### config.mk
export PLATFORM = sky130hd
export DESIGN_NAME = mem_port_arbiter_flat
export DESIGN_NICKNAME = d
export VERILOG_FILES = /design/src/rtl/mem_port_arbiter_if.sv /design/src/rtl/mem_port_arbiter.sv /design/src/flat_wrapper.sv
export SDC_FILE = /design/constraint.sdc
export NUM_CORES = 1
export LEC_CHECK = 0
export BUFFER_PORTS_ARGS = -buffer_cell sky130_fd_sc_hd__buf_2
export CORE_ASPECT_RATIO = 0.8
export CORE_UTILIZATION = 37
export DETAILED_ROUTE_END_ITERATION = 12
export GPL_ROUTABILITY_DRIVEN = 0
export PLACE_DENSITY = 0.91
export SETUP_SLACK_MARGIN = 0.02
export SLEW_MARGIN = 15
export SYNTH_ARGS = -nofsm -noshare
export SYNTH_HDL_FRONTEND = slang
export SYNTH_SLANG_ARGS = --single-unit
### constraint.sdc
create_clock -name CLK -period 1.8 [get_ports CLK]
set_input_delay 0.18 -clock CLK [delete_from_list [all_inputs] [get_ports CLK]]
set_output_delay 0.18 -clock CLK [all_outputs]
set_load 0.05 [all_outputs]
### src/rtl/mem_port_arbiter_if.sv
// Bundle of requester handshakes and memory-side signals around the shared memory port.
// The slave modport is the arbiter's view; master is the requesters plus memory.
interface mem_port_arbiter_if #(
    parameter int unsigned ADDR_WIDTH = 6,
    parameter int unsigned DATA_WIDTH = 32
) ();
    logic                  wr_req;
    logic [ADDR_WIDTH-1:0] wr_addr;
    logic [DATA_WIDTH-1:0] wr_data;
    logic                  wr_gnt;
    logic                  rd_req;
    logic [ADDR_WIDTH-1:0] rd_addr;
    logic                  rd_gnt;
    logic                  rd_valid;
    logic [DATA_WIDTH-1:0] rd_data;
    logic [ADDR_WIDTH-1:0] mem_addr;
    logic                  mem_wr_en;
    logic [DATA_WIDTH-1:0] mem_wr_data;
    logic [DATA_WIDTH-1:0] mem_rd_data;

    modport slave (
        input  wr_req, wr_addr, wr_data, rd_req, rd_addr, mem_rd_data,
        output wr_gnt, rd_gnt, rd_valid, rd_data, mem_addr, mem_wr_en, mem_wr_data
    );

    modport master (
        output wr_req, wr_addr, wr_data, rd_req, rd_addr, mem_rd_data,
        input  wr_gnt, rd_gnt, rd_valid, rd_data, mem_addr, mem_wr_en, mem_wr_data
    );
endinterface

### src/rtl/mem_port_arbiter.sv
// Weighted round-robin arbiter sharing one single-port synchronous memory between a
// write requester and a read requester, with a registered read-return pipeline.
module mem_port_arbiter #(
    parameter int unsigned ADDR_WIDTH = 6,
    parameter int unsigned DATA_WIDTH = 32,
    parameter int unsigned WR_WEIGHT  = 2,
    parameter int unsigned RD_WEIGHT  = 2
) (
    input logic                CLK,
    input logic                RST,
    mem_port_arbiter_if.slave  bus
);
    localparam int unsigned MAX_WEIGHT = (WR_WEIGHT > RD_WEIGHT) ? WR_WEIGHT : RD_WEIGHT;
    localparam int unsigned CREDIT_W   = $clog2(MAX_WEIGHT) + 1;

    localparam logic [CREDIT_W-1:0] WR_CREDIT    = CREDIT_W'(WR_WEIGHT);
    localparam logic [CREDIT_W-1:0] RD_CREDIT    = CREDIT_W'(RD_WEIGHT);
    localparam logic [CREDIT_W-1:0] WR_CREDIT_M1 = CREDIT_W'(WR_WEIGHT - 1);
    localparam logic [CREDIT_W-1:0] RD_CREDIT_M1 = CREDIT_W'(RD_WEIGHT - 1);

    typedef enum logic {OwnWr, OwnRd} owner_e;

    owner_e                owner_q, owner_d;
    logic [CREDIT_W-1:0]   credit_q, credit_d;
    logic [CREDIT_W-1:0]   credit_dec;
    logic                  rd_pend_q, rd_pend_d;
    logic                  rd_valid_q, rd_valid_d;
    logic [DATA_WIDTH-1:0] rd_data_q, rd_data_d;
    logic                  wr_gnt, rd_gnt;

    // Under contention the owner wins while it still has credit, else the other side.
    always_comb begin
        wr_gnt = 1'b0;
        rd_gnt = 1'b0;
        if (!RST) begin
            if (bus.wr_req && bus.rd_req) begin
                if ((owner_q == OwnWr) == (credit_q != '0)) begin
                    wr_gnt = 1'b1;
                end else begin
                    rd_gnt = 1'b1;
                end
            end else begin
                wr_gnt = bus.wr_req;
                rd_gnt = bus.rd_req;
            end
        end
    end

    assign credit_dec = credit_q - CREDIT_W'(1);

    always_comb begin
        owner_d  = owner_q;
        credit_d = credit_q;
        if (wr_gnt) begin
            if (owner_q == OwnWr) begin
                if (bus.rd_req) begin
                    if (credit_dec == '0) begin
                        owner_d  = OwnRd;
                        credit_d = RD_CREDIT;
                    end else begin
                        credit_d = credit_dec;
                    end
                end else begin
                    credit_d = WR_CREDIT;
                end
            end else if (WR_CREDIT_M1 == '0 && bus.rd_req) begin
                owner_d  = OwnRd;
                credit_d = RD_CREDIT;
            end else begin
                owner_d  = OwnWr;
                credit_d = WR_CREDIT_M1;
            end
        end else if (rd_gnt) begin
            if (owner_q == OwnRd) begin
                if (bus.wr_req) begin
                    if (credit_dec == '0) begin
                        owner_d  = OwnWr;
                        credit_d = WR_CREDIT;
                    end else begin
                        credit_d = credit_dec;
                    end
                end else begin
                    credit_d = RD_CREDIT;
                end
            end else if (RD_CREDIT_M1 == '0 && bus.wr_req) begin
                owner_d  = OwnWr;
                credit_d = WR_CREDIT;
            end else begin
                owner_d  = OwnRd;
                credit_d = RD_CREDIT_M1;
            end
        end
    end

    // mem_rd_data is valid the cycle after rd_gnt; capture it on the following edge.
    always_comb begin
        rd_pend_d  = rd_gnt;
        rd_valid_d = rd_pend_q;
        rd_data_d  = rd_pend_q ? bus.mem_rd_data : rd_data_q;
    end

    always_ff @(posedge CLK) begin
        if (RST) begin
            owner_q    <= OwnWr;
            credit_q   <= WR_CREDIT;
            rd_pend_q  <= 1'b0;
            rd_valid_q <= 1'b0;
            rd_data_q  <= '0;
        end else begin
            owner_q    <= owner_d;
            credit_q   <= credit_d;
            rd_pend_q  <= rd_pend_d;
            rd_valid_q <= rd_valid_d;
            rd_data_q  <= rd_data_d;
        end
    end

    assign bus.wr_gnt      = wr_gnt;
    assign bus.rd_gnt      = rd_gnt;
    assign bus.rd_valid    = rd_valid_q;
    assign bus.rd_data     = rd_data_q;
    assign bus.mem_wr_en   = wr_gnt;
    assign bus.mem_wr_data = wr_gnt ? bus.wr_data : '0;
    assign bus.mem_addr    = wr_gnt ? bus.wr_addr : (rd_gnt ? bus.rd_addr : '0);
endmodule

### src/flat_wrapper.sv
// flat-port wrapper written by rule: the top's interface ports become plain ports
module mem_port_arbiter_flat 
#(
    parameter int unsigned ADDR_WIDTH = 6,
    parameter int unsigned DATA_WIDTH = 32,
    parameter int unsigned WR_WEIGHT  = 2,
    parameter int unsigned RD_WEIGHT  = 2
)
  (CLK, RST, bus_wr_req, bus_wr_addr, bus_wr_data, bus_rd_req, bus_rd_addr, bus_mem_rd_data, bus_wr_gnt, bus_rd_gnt, bus_rd_valid, bus_rd_data, bus_mem_addr, bus_mem_wr_en, bus_mem_wr_data);
  mem_port_arbiter_if #(.ADDR_WIDTH(ADDR_WIDTH), .DATA_WIDTH(DATA_WIDTH)) bus_i ();
  input logic CLK;
  input logic RST;
  input wire logic [$bits(bus_i.wr_req)-1:0] bus_wr_req;
  input wire logic [$bits(bus_i.wr_addr)-1:0] bus_wr_addr;
  input wire logic [$bits(bus_i.wr_data)-1:0] bus_wr_data;
  input wire logic [$bits(bus_i.rd_req)-1:0] bus_rd_req;
  input wire logic [$bits(bus_i.rd_addr)-1:0] bus_rd_addr;
  input wire logic [$bits(bus_i.mem_rd_data)-1:0] bus_mem_rd_data;
  output wire logic [$bits(bus_i.wr_gnt)-1:0] bus_wr_gnt;
  output wire logic [$bits(bus_i.rd_gnt)-1:0] bus_rd_gnt;
  output wire logic [$bits(bus_i.rd_valid)-1:0] bus_rd_valid;
  output wire logic [$bits(bus_i.rd_data)-1:0] bus_rd_data;
  output wire logic [$bits(bus_i.mem_addr)-1:0] bus_mem_addr;
  output wire logic [$bits(bus_i.mem_wr_en)-1:0] bus_mem_wr_en;
  output wire logic [$bits(bus_i.mem_wr_data)-1:0] bus_mem_wr_data;
  assign bus_i.wr_req = bus_wr_req;
  assign bus_i.wr_addr = bus_wr_addr;
  assign bus_i.wr_data = bus_wr_data;
  assign bus_i.rd_req = bus_rd_req;
  assign bus_i.rd_addr = bus_rd_addr;
  assign bus_i.mem_rd_data = bus_mem_rd_data;
  assign bus_wr_gnt = bus_i.wr_gnt;
  assign bus_rd_gnt = bus_i.rd_gnt;
  assign bus_rd_valid = bus_i.rd_valid;
  assign bus_rd_data = bus_i.rd_data;
  assign bus_mem_addr = bus_i.mem_addr;
  assign bus_mem_wr_en = bus_i.mem_wr_en;
  assign bus_mem_wr_data = bus_i.mem_wr_data;
  mem_port_arbiter #(.ADDR_WIDTH(ADDR_WIDTH), .DATA_WIDTH(DATA_WIDTH), .WR_WEIGHT(WR_WEIGHT), .RD_WEIGHT(RD_WEIGHT)) u_core (.CLK(CLK), .RST(RST), .bus(bus_i));
endmodule
* Word-level counts from Yosys, hierarchy flattened
Cells that the tools add are included.
** Cells by class
- Reductions and logical operators :: 4
- $add $sub $neg :: 1
- Bitwise gates (word level) :: 1
- Multiplexer cells :: 24
- Equality and inequality tests :: 1
** Operators with widths (number)
- 32-bit two-way mux :: 1
- 1-bit two-way mux :: 14
- 2-bit two-way mux :: 7
- 6-bit two-way mux :: 2
- 2-bit nonzero test :: 2
- 2-bit logical NOT :: 1
- 2-bit by 1-bit subtractor with 2-bit output (second input constant) :: 1
- 1-bit == test :: 1
- 1-bit logical AND :: 1
- 1-bit inverter :: 1
** Word-level totals
- Flip-flop bits (word level) :: 37
- Bits of input ports :: 80
- Output and inout port bits :: 74
- Logic and storage cells :: 36

* Longest topological paths before layout
Gate-level depths: netlist of run 1.
- Depth after elaboration :: 7
- Gate-level depth with buffers :: 6
- Mapped depth without buffers :: 3

* Least setup slack after synthesis of run 1
OpenSTA, ideal clock, no wires.
- Path type :: reg2out
- From :: reg u_core.owner_q
- To :: out bus_mem_addr[0]
- Buffers on the path :: 1
- Cell stages (with the launch flop) :: 5
- Required time :: 1.620 ns
- Arrival :: 2.065 ns
- Setup slack :: -0.445 ns
- Cells stage by stage :: dfxtp_1 > buf_6 > or3_4 > a311oi_4 > a22o_1
** On the way
- Longest elaborated chain between the ends :: 7
- Elaborated cells between the ends (all ways) :: 10
- Those cells by class :: eq/ne (1); mux (8); bitwise (1)
** Ends and longest elaborated chain
- start, declared :: RTL line mem_port_arbiter.sv:23 : owner_e owner_q, owner_d;
- start signal, assigned :: RTL line mem_port_arbiter.sv:104 : owner_q <= OwnWr;
- start signal, assigned :: RTL line mem_port_arbiter.sv:110 : owner_q <= owner_d;
- 1-bit inverter :: RTL line mem_port_arbiter.sv:37 : if ((owner_q == OwnWr) == (credit_q != '0)) begin
- 1-bit == test :: RTL line mem_port_arbiter.sv:37
- 1-bit two-way mux :: RTL line mem_port_arbiter.sv:37
- 1-bit two-way mux :: RTL line mem_port_arbiter.sv:36 : if (bus.wr_req && bus.rd_req) begin
- 1-bit two-way mux :: RTL line mem_port_arbiter.sv:35 : if (!RST) begin
- net bus_rd_gnt :: RTL line flat_wrapper.sv:20 : output wire logic [$bits(bus_i.rd_gnt)-1:0] bus_rd_gnt;
- 6-bit two-way mux (2 in a row) :: RTL line mem_port_arbiter.sv:124 : assign bus.mem_addr = wr_gnt ? bus.wr_addr : (rd_gnt ? bus.rd_addr : '0);
- end, declared :: RTL line flat_wrapper.sv:23 : output wire logic [$bits(bus_i.mem_addr)-1:0] bus_mem_addr;
The timed path passes the listed nets, and every way through them passes these cells.

* Worst setup path after layout of run 1
- From :: reg u_core.owner_q
- To :: out bus_mem_addr[5]
** On the way
- Longest elaborated chain between the ends :: 7
- Elaborated cells between the ends (all ways) :: 10
- Those cells by class :: eq/ne (1); mux (8); bitwise (1)
** Ends and longest elaborated chain (RTL line)
- 1-bit inverter * :: mem_port_arbiter.sv:37
- 1-bit == test * :: mem_port_arbiter.sv:37
- 1-bit two-way mux :: mem_port_arbiter.sv:37
- 1-bit two-way mux :: mem_port_arbiter.sv:36
- 1-bit two-way mux :: mem_port_arbiter.sv:35
- 6-bit two-way mux :: mem_port_arbiter.sv:124
- 6-bit two-way mux * :: mem_port_arbiter.sv:124
Mark *: on every way between the ends. The rest lies on a longest branch, timed or not.

==> metrics.cfg, run 1 <==
[worst_setup_path]
end_kind = output port
worstPathRequired_ns = 1.62
rr_endpoint = u_core.credit_q[1]$_SDFFE_PP1P_
cp.arrival_ns = 1.72
reg2reg_depth = 4
crit_type = flip-flop to output port
worstPathMaxFanout = 7
startpoint_type = flip-flop
crit_chain = or3_4, a311oi_4, buf_6, a22o_4, buf_8
cp_top_family = simple AND/OR/NAND/NOR gates
crit_buf_inv = 2
max_stage_delay_ns = 0.40
regToRegSetupSlack_ns = 0.61
slowest_stage = or3_4
rr_startpoint = u_core.owner_q$_SDFFE_PP0P_

[synthesis]
synth_top_area_share_pct = 43.8
synthFlopType = dfxtp_1
synthArstFlopShare_pct = 0
synth_xor_area_share_pct = 0
ys_warn_count = 0
synth_top_area_cell = dfxtp_1
synth_compound_area_share_pct = 8.73
syn_area_per_cell_um2 = 9.60
synthCells = 176
synthSimpleGateAreaFrac_pct = 23.2
synth-seq-cells = 37
yosysSeqAreaShare_pct = 43.8
synth_edf_count = 0
netlist_area_mm2 = 0.00169
synth_cell_type_count = 25
synth.area.top_cells = dfxtp_1 44%, mux2i_1 20%, and2_1 12%
synth_nets = 256
synthTopCellsByCount = 37 x dfxtp_1, 34 x nor2_1, 33 x mux2i_1
synth_mux_area_share_pct = 19.5
synth_top_family_by_area = simple AND/OR/NAND/NOR gates
synth.most_common_cell = dfxtp_1
synth_adder_area_share_pct = 0

[min_path]
whs_path_depth = 3
min-delay-start = bus_mem_rd_data[14]
worstHoldEndpoint = u_core.bus.rd_data[14]$_SDFFE_PP0P_
hold_path.class = primary input to flip-flop

[clock_tree]
cts_buffer_depth = 2
numCtsBuffers = 5
cts.sinks = 37
cts_tree = built
cts.clk_slew.worst_paths_ns = 0.07
htree_levels = 2
clock_latency_ns = 0.27
cts_root_buffer = clkbuf_8

[detailed_routing]
wl_per_cell_um = 14.1
drc = 0
routed_via_density = 4.63
ant_nets = 0
wirelength_um = 5550
dr.pass1.iters = 4
first_iter_violations = 41
num_vias = 1815

[timing]
finalCritPeriodShare_pct = 106
fmax_ghz = 0.526
slew_violations = 0
setup_viol = 41
rsz0062_at_grt = true
tightestPinTransition_ns = 0.353
fin_setup_tns_ns = -2.31
fin_ws_ns = -0.100
hold_violations = 0
skew_ns = 0.00710
maxSlewHeadroom_pct = 76.5
hold_ws_ns = 0.142
fin_crit_ns = 1.90

[floorplanning]
rows = 21
coreArea_mm2 = 0.00428
num_io_pins = 154
dieArea_mm2 = 0.00484
die_width_um = 77.6
start_util_pct = 39.5
die_h_um = 62.5

[placed_design]
dp_hpwl_um = 3520
dpl-instance-area_mm2 = 0.00249
dp_slack_ns = -0.0627
dp_cells = 375
portBuffers = 153

[global_routing]
grt.total_usage_pct = 21.6
overflow = 0
grt_pass1_wl_um = 8270
antenna_found_initial = 0
grt_max_degree = 37
grt_pass1_vias = 1740

[power_and_ir_drop]
peakVddDrop_v = 0.000677
powerDensity_mw_per_mm2 = 788
p_leak_nw = 1.54

[layout]
fillers = 315
antenna_cells = 0
drive_gt1_share_pct = 59.7
final_area_mm2 = 0.00305
stdcell_count = 392
syn_to_final_growth_pct = 80.2
multi_input_area_mm2 = 0.00104
register_area_um2 = 753
nNetsFinal = 414

[flow_run]
maxCapViolCount = 0

[status]
status = finished, violations left
violations = setup timing

## metal layers
metal	wire [µm]	global-route usage, %	vias to the layer above
met5	0	0	-
met4	57	4.25	0
met3	293	5.11	6
met2	2790	37.1	66
met1	2400	27.7	831
li1	-	-	912
## registers in the layout (all words and copies together) (netlist names)
name                 count
u_core.rd_pend_q         1
u_core.credit_q          2
u_core.bus.rd_data      32
u_core.bus.rd_valid      1
u_core.owner_q           1
## cell type report
cell class                 count  share of cell area [%]
clock buffer                   7                    2.83
clock inverter                 1                   0.986
inverter                       1                   0.123
multi-input combinational    128                    34.0
sequential                    37                    24.7
tap                           57                    2.34
timing repair buffer         161                    35.0
## through the flow
| stage | utilization (%) | power, mW |
|---|---|---|
| after floorplan | - | 1.38 |
| after global placement | 58.3 | 1.55 |
| after detailed placement | 58.3 | 1.56 |
| after CTS | 67.4 | 2.37 |
| after global routing | 71.1 | 2.50 |
| final | 71.1 | 2.40 |
## how the worst max path moves through the flow
stage                               startpoint            endpoint  slack (ns)  cells after the start
2_1_floorplan      u_core.owner_q$_SDFFE_PP0P_     bus_mem_addr[0]       -0.25                      4
3_3_place_gp   u_core.credit_q[1]$_SDFFE_PP1P_     bus_mem_addr[5]        0.02                      4
3_5_place_dp   u_core.credit_q[1]$_SDFFE_PP1P_     bus_mem_addr[1]       -0.06                      4
4_1_cts            u_core.owner_q$_SDFFE_PP0P_     bus_mem_addr[1]       -0.16                      5
5_1_grt        u_core.credit_q[1]$_SDFFE_PP1P_  bus_mem_wr_data[2]       -0.16                      4
6_report           u_core.owner_q$_SDFFE_PP0P_     bus_mem_addr[5]       -0.10                      5
## placed cells by master, fill, tap and decap left out
master       n
a21bo_2      1
and2_1      20
and4bb_4     5
buf_8       15
nand2b_1     2
nor4b_4      1
a311oi_4     1
a21oi_1      1
buf_6       13
a311oi_1     1
nor2_1      34
a22oi_1      2
buf_2      127
dfxtp_1     33
inv_1        1
clkbuf_1     1
clkbuf_8     6
buf_12       1
and2_4      12
o21ai_0      2
nor2b_1      2
dfxtp_2      1
buf_4        5
or3_4        1
mux2i_1     33
a21o_1       1
bufinv_16    1
dfxtp_4      3
o21ai_1      1
a22o_4       6
o211ai_1     1
or2_2        1
## power by group
group | total, mW | switching [mW] | internal (mW)
registers | 0.893 | 0.0304 | 0.863
logic | 0.799 | 0.488 | 0.311
clock network | 0.709 | 0.258 | 0.451
## worst reg2reg max path: stages (launching register included)
cell	delay, ns
dfxtp_4	0.37
buf_4	0.16
mux2i_1	0.11
or2_2	0.30
a21o_1	0.16
## what timing repair did
item | 4_1_cts | 5_1_grt
setup endpoints to repair | 41 | 41
pin swaps | 5 | 7
hold buffers | 0 | 0
resized for setup | 63 | 43
buffers inserted | 3 | 2
gates cloned | 2 | 2
## cell families after synthesis
logic type | after synthesis
and+or+nand+nor | 74
DFF | 37
muxes | 33
AOI/OAI and AO/OA | 17
buffers and inverters | 15
Note: power is estimated with default switching activity, not from simulation.
==> run 2: changes to the inputs <==
--- a/config.mk
+++ b/config.mk
@@ -11,6 +11,7 @@
 export DETAILED_ROUTE_END_ITERATION = 12
 export GPL_ROUTABILITY_DRIVEN = 0
 export PLACE_DENSITY = 0.91
+export RECOVER_POWER = 50
 export SETUP_SLACK_MARGIN = 0.02
 export SLEW_MARGIN = 15
 export SYNTH_ARGS = -nofsm -noshare
==> metrics.cfg, run 2 (synthesis gave the netlist of run 1 again) <==
[layout]
register_area_um2 = 753  ; unchanged
final_common_cell = buf_2
drive_gt1_share_pct = 59.7  ; unchanged
antenna_cells = 0  ; unchanged
final_area_mm2 = 0.00303  ; -0.49%
nNetsFinal = 414  ; unchanged
stdcell_count = 392  ; unchanged
multi_input_area_mm2 = 0.00104  ; unchanged
syn_to_final_growth_pct = 79.3
largest_reg_flops = 32  ; unchanged
final_cell_mix = 127 x buf_2, 34 x nor2_1, 33 x mux2i_1, 33 x dfxtp_1, 20 x and2_1
fillers = 316  ; +0.32%

[power_and_ir_drop]
powerDensity_mw_per_mm2 = 792  ; +0.43%
peakVddDrop_v = 0.000678  ; +0.14%
power_frac_seq_pct = 37.2  ; about the same
power_mw = 2.40  ; about the same
p_int_mw = 1.62  ; -0.12%
p_clk_share_pct = 29.5  ; about the same
power.switching_uw = 777  ; about the same
switching_share_pct = 32.4  ; +0.032 points
power_frac_comb_pct = 33.3  ; about the same
p_leak_nw = 1.54  ; -0.26%

[worst_setup_path]
worstPathMaxFanout = 7  ; unchanged
slowest_stage = or3_4
startpoint_type = flip-flop
cp_top_family = simple AND/OR/NAND/NOR gates
max_stage_delay_ns = 0.40  ; about the same
worstPathRequired_ns = 1.62  ; about the same
cp.arrival_ns = 1.72  ; about the same
crit_type = flip-flop to output port
crit_buf_inv = 2  ; unchanged
crit_chain = or3_4, a311oi_4, buf_6, a22o_4, buf_8
end_kind = output port

[clock_tree]
numCtsBuffers = 5  ; unchanged
cts_buffer_depth = 2  ; unchanged
cts_hold_buffers = 0  ; unchanged
htree_levels = 2  ; unchanged
cts_root_buffer = clkbuf_8
cts.sinks = 37  ; unchanged
cts_tree = built
clock_latency_ns = 0.27  ; about the same
cts.clk_slew.worst_paths_ns = 0.07  ; about the same

[detailed_routing]
wirelength_um = 5580  ; +0.65%
wl_per_cell_um = 14.2  ; +0.65%
routed_via_density = 4.63  ; about the same
dr.pass1.iters = 4  ; unchanged
ant_nets = 0  ; unchanged
num_vias = 1814  ; -0.055%
drc = 0  ; unchanged
first_iter_violations = 40  ; -2.4%

[timing]
fmax_ghz = 0.528  ; +0.27%
skew_ns = 0.00732  ; +0.000212 ns
tightestPinTransition_ns = 1.04  ; +0.687 ns
slew_violations = 0  ; unchanged
setup_viol = 41  ; unchanged
maxSlewHeadroom_pct = 30.7  ; -46 points
fin_setup_tns_ns = -2.56  ; -0.254 ns
hold_violations = 0  ; unchanged
finalCritPeriodShare_pct = 105  ; -0.28 points
rsz0062_at_grt = true
fin_ws_ns = -0.0952  ; +0.00508 ns
fin_crit_ns = 1.90  ; -0.00508 ns

[placed_design]
dp_cells = 375  ; unchanged
dpl-instance-area_mm2 = 0.00249  ; unchanged
dp_slack_ns = -0.0627  ; unchanged
dp_hpwl_um = 3520  ; unchanged
portBuffers = 153  ; unchanged

[status]
violations = setup timing
status = finished, violations left

[floorplanning]
coreArea_mm2 = 0.00428  ; unchanged
die_h_um = 62.5  ; unchanged
rows = 21  ; unchanged
die_width_um = 77.6  ; unchanged
num_io_pins = 154  ; unchanged
dieArea_mm2 = 0.00484  ; unchanged
start_util_pct = 39.5  ; unchanged

[global_routing]
grt_pass1_vias = 1740  ; unchanged
overflow = 0  ; unchanged
grt.total_usage_pct = 21.6  ; unchanged
grt_pass1_wl_um = 8270  ; unchanged
antenna_found_initial = 0  ; unchanged
grt_max_degree = 37  ; unchanged

[flow_run]
maxCapViolCount = 0  ; unchanged

[min_path]
hold_path.class = primary input to flip-flop

## run 2: layer usage
layer / GRT usage (%) / share of wire, % / up-vias
met5: 0 / 0 / -
met4: 4.25 / 1.0 / 0
met3: 5.11 / 5.4 / 6
met2: 37.1 / 50 / 70
met1: 27.7 / 44 / 826
li1: - / - / 912
## run 2: final timing paths
kind	startpoint	to	slack, ns	cells past startpoint
worst max register to register	u_core.rd_pend_q$_SDFF_PP0_	u_core.bus.rd_data[25]$_SDFFE_PP0P_	0.22	3
worst min-delay path	bus_mem_rd_data[14]	u_core.bus.rd_data[14]$_SDFFE_PP0P_	0.14	3
worst min register to register	u_core.bus.rd_data[19]$_SDFFE_PP0P_	u_core.bus.rd_data[19]$_SDFFE_PP0P_	0.49	2
worst max-delay path	u_core.owner_q$_SDFFE_PP0P_	bus_mem_addr[5]	-0.1	5
## run 2: cell type report
type,count,share of cell area [%]
multi-input cells,128,34.2
flip-flops and latches,37,24.9
clock buffers,7,2.85
inverters,1,0.124
clock inverters,1,0.991
repair buffers,161,34.6
well taps,57,2.35
## run 2: power by group through the flow
| stage | Clock [mW] | Sequential, mW | Combinational [mW] |
|---|---|---|---|
| 6_report | 0.709 | 0.892 | 0.798 |
| 5_1_grt | 0.766 | 0.898 | 0.838 |
| 4_1_cts | 0.730 | 0.891 | 0.745 |
| 3_5_place_dp | 0 | 0.907 | 0.657 |
| 3_3_place_gp | 0 | 0.903 | 0.648 |
| 2_1_floorplan | 0 | 1.02 | 0.355 |
## run 2: per-stage QoR
stage                     util, %  hold slack [ns]
after floorplan                 -            0.291
after global placement       58.3            0.411
after detailed placement     58.3            0.422
after CTS                    67.4            0.133
after global routing         70.8            0.139
final                        70.8            0.142
## run 2: worst reg2reg max path, delay by kind of cell (launching register included)
kind          cells  cell delay, ns
simple gates      1            0.06
mux               1            0.33
flops             1            0.31
buf+inv           1            0.76
## run 2: what timing repair did
item,in CTS,in global routing
buffers inserted,3,2
endpoints found under the setup margin,41,41
pin swaps,5,7
gates resized for setup,63,43
cloned,2,2
==> run 3: changes to the inputs <==
--- a/config.mk
+++ b/config.mk
@@ -10,6 +10,7 @@
 export CORE_UTILIZATION = 37
 export DETAILED_ROUTE_END_ITERATION = 12
 export GPL_ROUTABILITY_DRIVEN = 0
+export GPL_TIMING_DRIVEN = 0
 export PLACE_DENSITY = 0.91
 export RECOVER_POWER = 50
 export SETUP_SLACK_MARGIN = 0.02
==> constraint.sdc (replaced) <==
create_clock -name CLK -period 1.93 [get_ports CLK]
set_input_delay 0.193 -clock CLK [delete_from_list [all_inputs] [get_ports CLK]]
set_output_delay 0.193 -clock CLK [all_outputs]
set_load 0.05 [all_outputs]
==> metrics.cfg, run 3 (synthesis gave the netlist of run 1 again) <==
[flow_run]
maxCapViolCount = 0  ; unchanged

[detailed_routing]
routed_via_density = 4.67  ; +0.88%
dr.pass1.iters = 4  ; unchanged
num_vias = 1858  ; +2.4%
ant_nets = 0  ; unchanged
wirelength_um = 5770  ; +3.4%
drc = 0  ; unchanged
first_iter_violations = 78  ; +95%
wl_per_cell_um = 14.5  ; +1.8%

[global_routing]
overflow = 0  ; unchanged
grt_pass1_vias = 1673  ; -3.9%
grt.total_usage_pct = 21.0  ; -0.64 points
antenna_found_initial = 0  ; unchanged
grt_max_degree = 13  ; -65%
grtUsageMet2_pct = 36.0  ; -1.1 points
top_usage_layer = met2
grt_use_met1_pct = 26.1  ; -1.6 points
use_met3_pct = 5.11  ; unchanged
grt_pass1_wl_um = 7970  ; -3.6%

[power_and_ir_drop]
peakVddDrop_v = 0.000435  ; -36%
powerDensity_mw_per_mm2 = 689  ; -13%
p_leak_nw = 1.41  ; -8.3%

[clock_tree]
clock_latency_ns = 0.28  ; about the same
cts.sinks = 37  ; unchanged
cts_root_buffer = clkbuf_8
cts_tree = built
cts.clk_slew.worst_paths_ns = 0.07  ; about the same
cts_hold_buffers = 0  ; unchanged
cts_buffer_depth = 2  ; unchanged
numCtsBuffers = 5  ; unchanged
htree_levels = 2  ; unchanged

[timing]
tightestPinTransition_ns = 0.613  ; -0.426 ns
maxSlewHeadroom_pct = 59.3  ; +29 points
fin_setup_tns_ns = -0.347  ; +2.21 ns
hold_violations = 0  ; unchanged
skew_ns = 0.00368  ; -0.00364 ns
rsz0062_at_grt = true
setup_viol = 16  ; -61%
fmax_ghz = 0.510
finalCritPeriodShare_pct = 102
fin_ws_ns = -0.0291  ; +0.0661 ns
fin_crit_ns = 1.96
slew_violations = 0  ; unchanged

[layout]
antenna_cells = 0  ; unchanged
drive_gt1_share_pct = 48.7  ; -11 points
final_core_util_pct = 70.9  ; +0.15 points
syn_to_final_growth_pct = 79.6
fillers = 357  ; +13%
largest_reg_flops = 32  ; unchanged
final_common_cell = buf_2
final_cell_mix = 84 x buf_2, 37 x clkbuf_1, 34 x nor2_1, 34 x dfxtp_1, 33 x mux2i_1
nNetsFinal = 420  ; +1.4%

[status]
violations = setup timing
status = finished, violations left

[worst_setup_path]
worstPathMaxFanout = 5  ; -2
slowest_stage = dfxtp_4
crit_path_start = u_core.owner_q$_SDFFE_PP0P_
max_stage_delay_ns = 0.36  ; -0.04 ns
rr_endpoint = u_core.bus.rd_data[15]$_SDFFE_PP0P_
cp.arrival_ns = 1.77  ; +0.05 ns
reg2reg_depth = 4  ; +1
crit_chain = nor4b_2, and4bb_4, clkbuf_16, a22o_4, buf_8
worstPathRequired_ns = 1.74  ; +0.12 ns
startpoint_type = flip-flop
crit_type = flip-flop to output port
end_kind = output port
rr_startpoint = u_core.rd_pend_q$_SDFF_PP0_
regToRegSetupSlack_ns = 0.54  ; +0.32 ns

[min_path]
whs_path_depth = 3  ; unchanged
min-delay-start = bus_mem_rd_data[2]
worstHoldEndpoint = u_core.bus.rd_data[2]$_SDFFE_PP0P_
hold_path.class = primary input to flip-flop

[floorplanning]
dieArea_mm2 = 0.00484  ; unchanged
coreArea_mm2 = 0.00428  ; unchanged
die_h_um = 62.5  ; unchanged
num_io_pins = 154  ; unchanged
die_width_um = 77.6  ; unchanged
start_util_pct = 39.5  ; unchanged
rows = 21  ; unchanged

[placed_design]
portBuffers = 153  ; unchanged
dp_hpwl_um = 3790  ; +7.5%

==> run 3: cell count changes in the layout (fill, tap and decap cells not counted), moves of 2 or more <==
| cell | change |
|---|---|
| and4bb_4 | -4 |
| buf_1 | +2 |
| buf_2 | -43 |
| clkbuf_1 | +36 |
| buf_6 | +12 |
| buf_8 | +2 |
| clkinv_2 | +2 |
==> run 3: report_power, final <==
group	switching [mW]	internal, mW
registers	0.0280	0.804
logic	0.459	0.292
clock network	0.261	0.249
==> run 3: layout make-up <==
type	instances	area [µm²]	share of cell area [%]
Tap cell	57	71.3	2.35
Sequential cell	37	749	24.7
Multi-Input combinational cell	124	960	31.6
Buffer	13	82.6	2.72
Inverter	1	3.75	0.124
Clock inverter	3	17.5	0.577
Clock buffer	5	68.8	2.27
Timing Repair Buffer	158	1080	35.7
==> run 3: routing by layer <==
metal / up-vias / part of all wire, %
met5: - / 0
met4: 0 / 1.1
met3: 9 / 4.6
met2: 70 / 52
met1: 861 / 42
li1: 918 / -
==> run 3: worst max-delay path by stage <==
stage	endpoint	slack (ns)	cells after the start
global route	bus_mem_addr[4]	-0.10	5
finish	bus_mem_addr[4]	-0.03	5
global placement	bus_mem_addr[3]	0.08	5
detailed placement	bus_mem_addr[3]	0.06	5
CTS	bus_mem_addr[3]	-0.1	5
floorplan	bus_mem_addr[0]	-0.13	4
==> run 3: worst max-delay path: cells and delay by family, from the launching register on <==
family                 cells  cell delay, ns
AND/OR/NAND/NOR            2            0.57
flip-flops                 1            0.36
buffers and inverters      2            0.31
AO/OA/AOI/OAI              1            0.24
==> run 3: per-stage QoR <==
stage / std cells / hold WS (ns) / power [mW] / instance area [µm²] / setup WS [ns]
after global placement: 386 / 0.426 / 1.46 / 2540 / 0.0803
after global routing: 398 / 0.141 / 2.19 / 3040 / -0.100
after floorplan: 176 / 0.304 / 1.29 / 1700 / -0.134
after CTS: 396 / 0.136 / 2.04 / 2840 / -0.0965
final: 398 / 0.144 / 2.09 / 3040 / -0.0291
after detailed placement: 386 / 0.435 / 1.47 / 2540 / 0.0567
==> run 3: repair_timing <==
item,CTS,global route
setup endpoints to repair,40,40
setup buffers,3,0
gates resized for setup,62,81
gates cloned,0,2
pin swaps,4,18
